===== src/rtl/scaled_ring_buffer.sv =====
// Handshaked sample buffer: each accepted sample is transformed by a phase-dependent rule
// (pass, halve, shift, zero) and queued in a DEPTH-entry first-word-fall-through ring.
module scaled_ring_buffer #(
    parameter int unsigned       WIDTH   = 32,
    parameter int unsigned       DEPTH   = 4,
    parameter int unsigned       CNT_W   = 8,
    parameter logic [CNT_W-1:0]  TH_HALF = 8'h80,
    parameter logic [CNT_W-1:0]  TH_SHR  = 8'hC0,
    parameter int unsigned       SHR_AMT = 2
) (
    input  logic                     clk,
    input  logic                     reset,
    input  logic                     clr,
    input  logic [1:0]               mode_ovr,
    input  logic                     in_valid,
    output logic                     in_ready,
    input  logic [WIDTH-1:0]         in_data,
    output logic                     out_valid,
    input  logic                     out_ready,
    output logic [WIDTH-1:0]         out_data,
    output logic [$clog2(DEPTH):0]   count,
    output logic [CNT_W-1:0]         phase
);

    localparam int unsigned PTR_W = $clog2(DEPTH);
    localparam int unsigned OCC_W = PTR_W + 1;

    localparam logic [OCC_W-1:0] FULL_CNT = OCC_W'(DEPTH);
    localparam logic [OCC_W-1:0] OCC_ONE  = OCC_W'(1);
    localparam logic [PTR_W-1:0] PTR_ONE  = PTR_W'(1);
    localparam logic [CNT_W-1:0] PH_ONE   = CNT_W'(1);

    typedef enum logic [1:0] {
        XF_PASS,
        XF_HALF,
        XF_SHR,
        XF_ZERO
    } xf_sel_e;

    logic [PTR_W-1:0] wr_ptr_q, wr_ptr_d;
    logic [PTR_W-1:0] rd_ptr_q, rd_ptr_d;
    logic [OCC_W-1:0] count_q, count_d;
    logic [CNT_W-1:0] phase_q, phase_d;
    logic [WIDTH-1:0] mem_q [DEPTH];

    xf_sel_e          xf_sel;
    logic [WIDTH-1:0] xf_data;
    logic             push;
    logic             pop;

    assign in_ready  = (count_q != FULL_CNT);
    assign out_valid = (count_q != '0);
    assign push      = in_valid & in_ready;
    assign pop       = out_valid & out_ready;

    always_comb begin
        xf_sel = XF_ZERO;
        unique case (mode_ovr)
            2'b01:   xf_sel = XF_PASS;
            2'b10:   xf_sel = XF_HALF;
            2'b11:   xf_sel = XF_ZERO;
            default: begin
                if (phase_q == '0)
                    xf_sel = XF_PASS;
                else if (phase_q < TH_HALF)
                    xf_sel = XF_HALF;
                else if (phase_q < TH_SHR)
                    xf_sel = XF_SHR;
                else
                    xf_sel = XF_ZERO;
            end
        endcase
    end

    always_comb begin
        xf_data = '0;
        unique case (xf_sel)
            XF_PASS: xf_data = in_data;
            XF_HALF: xf_data = in_data >> 1;
            XF_SHR:  xf_data = in_data >> SHR_AMT;
            default: xf_data = '0;
        endcase
    end

    // clr overrides any same-cycle push/pop
    always_comb begin
        wr_ptr_d = wr_ptr_q;
        rd_ptr_d = rd_ptr_q;
        count_d  = count_q;
        phase_d  = phase_q;
        if (clr) begin
            wr_ptr_d = '0;
            rd_ptr_d = '0;
            count_d  = '0;
            phase_d  = '0;
        end else begin
            if (push) begin
                wr_ptr_d = wr_ptr_q + PTR_ONE;
                phase_d  = phase_q + PH_ONE;
            end
            if (pop)
                rd_ptr_d = rd_ptr_q + PTR_ONE;
            unique case ({push, pop})
                2'b10:   count_d = count_q + OCC_ONE;
                2'b01:   count_d = count_q - OCC_ONE;
                default: count_d = count_q;
            endcase
        end
    end

    always_ff @(posedge clk or negedge reset) begin
        if (!reset) begin
            wr_ptr_q <= '0;
            rd_ptr_q <= '0;
            count_q  <= '0;
            phase_q  <= '0;
        end else begin
            wr_ptr_q <= wr_ptr_d;
            rd_ptr_q <= rd_ptr_d;
            count_q  <= count_d;
            phase_q  <= phase_d;
        end
    end

    always_ff @(posedge clk) begin
        if (push && !clr)
            mem_q[wr_ptr_q] <= xf_data;
    end

    // Storage is never reset, so the read is gated to keep stale/X data off the port
    assign out_data = out_valid ? mem_q[rd_ptr_q] : '0;
    assign count    = count_q;
    assign phase    = phase_q;

endmodule


===== config.mk =====
export PLATFORM = sky130hd
export DESIGN_NAME = scaled_ring_buffer
export DESIGN_NICKNAME = d
export VERILOG_FILES = /design/src/rtl/scaled_ring_buffer.sv
export SDC_FILE = /design/constraint.sdc
export NUM_CORES = 1
export LEC_CHECK = 0
export BUFFER_PORTS_ARGS = -buffer_cell sky130_fd_sc_hd__clkbuf_2
export CAP_MARGIN = 20
export CORE_ASPECT_RATIO = 1.2
export CORE_MARGIN = 3
export CORE_UTILIZATION = 60
export DETAILED_ROUTE_END_ITERATION = 10
export GPL_TIMING_DRIVEN = 0
export PLACE_DENSITY = 0.82
export SYNTH_ARGS = -nofsm -noshare
export SYNTH_HDL_FRONTEND = slang
export SYNTH_SLANG_ARGS = --single-unit

===== constraint.sdc =====
create_clock -name clk -period 5.57 [get_ports clk]
set_input_delay 1.671 -clock clk [delete_from_list [all_inputs] [get_ports clk]]
set_output_delay 1.671 -clock clk [all_outputs]
set_load 0.05 [all_outputs]

==> out/qor.yml <==
cts-resized-gates: 0
worstSetupPathType: "reg2out"
std_cell_rows: 42
cts_max_level: 4
wirelength_um: 14300
setup_viol: 0
relSlewSlack_pct: 39.6
tritoncts: "yes"
wl_per_cell_um: 19.7
antenna_found_initial: 0
die_h_um: 123
hold_class: "reg2reg"
fin_ws_ns: 1.47
p_per_area_nw_per_um2: 415
place_area_sq_um: 7490
clock_latency_ns: 0.42
drt_drc_violations_left: 0
leakage_nw: 2.96
fmax_mhz: 244
stdcell_area_sq_um: 8080
num_vias: 4240
clock_skew_ns: 0.00906
syn-cell-area_sq_um: 6880
start_kind: "flip-flop"
cts_buffer_depth: 2
rsz0062_at_grt: "false"
nets: 606
synth-main-ff-cell: "edfxtp_1"
vias_per_cell: 5.83
min_period_ns: 4.10
status: "completed"
io-pin-count: 84
synth_top_area_cell: "edfxtp_1"
netlist.area_leader.share_pct: 55.9
end_kind: "output pin"
nFillCells: 744
fin_crit_sh_pct: 73.6
arrival_ns: 2.43
power_frac_seq_pct: 38.1
p_int_mw: 2.26
synth_edf_count: 128
crit_fanout: 11
tightest_slew_ns: 0.906
synthTopCellsByArea: "edfxtp_1, mux4_2, a22oi_2"
post_cts_buffers: 0
gp_congestion: 0.887
fin_tns_setup_ns: 0
dp_hpwl_um: 9440
mostFrequentLayoutCells: "edfxtp_1, clkbuf_2, nand2_1"
comb_power_share_pct: 28.2
track_usage_pct: 23.4
yosysUniqueCellTypes: 43
avgSynthCellArea_sq_um: 15.0
antenna_left: 0
drtPass1Iterations: 5
die_area_sq_um: 12800
grt_pass1_wl_um: 22400
ir_drop_mv: 0.228
grt_pass1_vias: 4244
port_buffers: 82
pre_cts_ws_ns: 1.80
yosysSeqAreaShare_pct: 61.3
grt_start_max_net_pins: 33
slew_violations: 0
maxCapViolations: 0
clk_pin_slew_ns: 0.06
root_buffer: "clkbuf_16"
power.total_mw: 3.35
mostFrequentLayoutCell: "edfxtp_1"
power_frac_clock_pct: 33.8
synth_seq_cells: 143
drive_above_1_share_pct: 34.7
required_ns: 3.90
ys_async_sr_fraction_pct: 10.5
drtIter0Drc: 285
synth_nets: 505
postSynthCellCount: 459
switching_share_pct: 32.6
overflow: 0
die_width_um: 104
clock_sinks: 143
final_hold_viol_count: 0
fp.coreArea_sq_um: 11100
syn_to_final_growth_pct: 17.5
p_sw_mw: 1.09
cts_hold_buf: 0
numCtsBuffers: 17
antenna_cells: 0
start_util_pct: 61.7
yosys_warnings: 0
## layer usage
metal	up-vias	wire, um	track usage, %
met3	26	714	6.37
li1	1941	-	-
met5	-	0	0
met1	2148	5890	28.1
met4	0	263	9.39
met2	125	7450	40.7
## cell type report
cell class	instances	area (sq um)	area share, %
flip-flops and latches	143	4220	52.2
repair buffers	82	410	5.08
inverters	6	22.5	0.279
plain buffers	31	169	2.09
clock buffers	19	433	5.36
multi-input cells	279	2470	30.6
well taps	154	193	2.38
clock inverters	13	164	2.03
## worst max-delay path: stages (launching register included)
cell and delay (ns):
dfrtp_1 0.52, or3_1 0.15, clkbuf_1 0.40, clkbuf_1 0.42, and2_1 0.23, clkbuf_2 0.28
## stage by stage
stage | utilization [%] | hold slack (ns) | instances
floorplan | - | 0.543 | 459
CTS | 72.6 | 0.576 | 727
detailed placement | 67.2 | 0.568 | 695
global route | 72.6 | 0.604 | 727
global placement | 67.2 | 0.554 | 695
finish | 72.6 | 0.579 | 727
## registers in the layout (all words and copies together) (netlist names)
register,cells
wr_ptr_q,2
count,3
rd_ptr_q,2
phase,8
mem_q,128
## synthesized netlist by cell type, types with 2 or more instances
cell and n:
nand2b_1 5, a31oi_1 2, o21ai_0 4, nor2b_1 2, and3_1 3, a22oi_2 30, edfxtp_1 128, ha_1 6
mux2i_1 30, buf_2 6, xnor2_1 3, a21oi_1 4, dfrtp_1 15, o22ai_1 2, nor3_1 5, and2_1 38
clkbuf_1 16, mux4_2 32, buf_4 6, nor2_1 15, nand3_1 6, inv_1 6, xor2_1 6, buf_6 3
nand2_1 66, or3b_1 2, nand4_1 2
## logic make-up (layout without fill, tap and decap cells)
| group | Yosys count | in the layout | synth area share, % |
|---|---|---|---|
| and+or+nand+nor | 150 | 150 | 10.9 |
| DFF | 143 | 143 | 61.3 |
| muxes | 63 | 63 | 15.0 |
| AOI/OAI and AO/OA | 50 | 50 | 7.48 |
| buffers and inverters | 37 | 151 | 2.78 |
| xor gates and xnor gates | 9 | 9 | 1.15 |
| adders and majority gates | 7 | 7 | 1.38 |
## worst paths after layout
kind	cells after the start	slack, ns	start	end
worst min-delay path	2	0.58	wr_ptr_q[1]	wr_ptr_q[1]
min in group asynchronous	1	1.17	reset	phase[1]
max in group asynchronous	1	4.12	reset	rd_ptr_q[0]
worst max-delay path	5	1.47	count[1]	out_data[27]
worst max register to register	6	3.08	count[0]	mem_q[1][14]
worst min register to register	2	0.58	wr_ptr_q[1]	wr_ptr_q[1]
## power by group through the flow
stage | logic, mW | registers [mW] | clock network, mW
after CTS | 0.952 | 1.28 | 1.15
after global routing | 1.01 | 1.28 | 1.19
final | 0.945 | 1.28 | 1.13
after floorplan | 0.706 | 1.32 | 0
after global placement | 0.927 | 1.29 | 0
after detailed placement | 0.947 | 1.30 | 0
(Power assumes the default switching activity.)
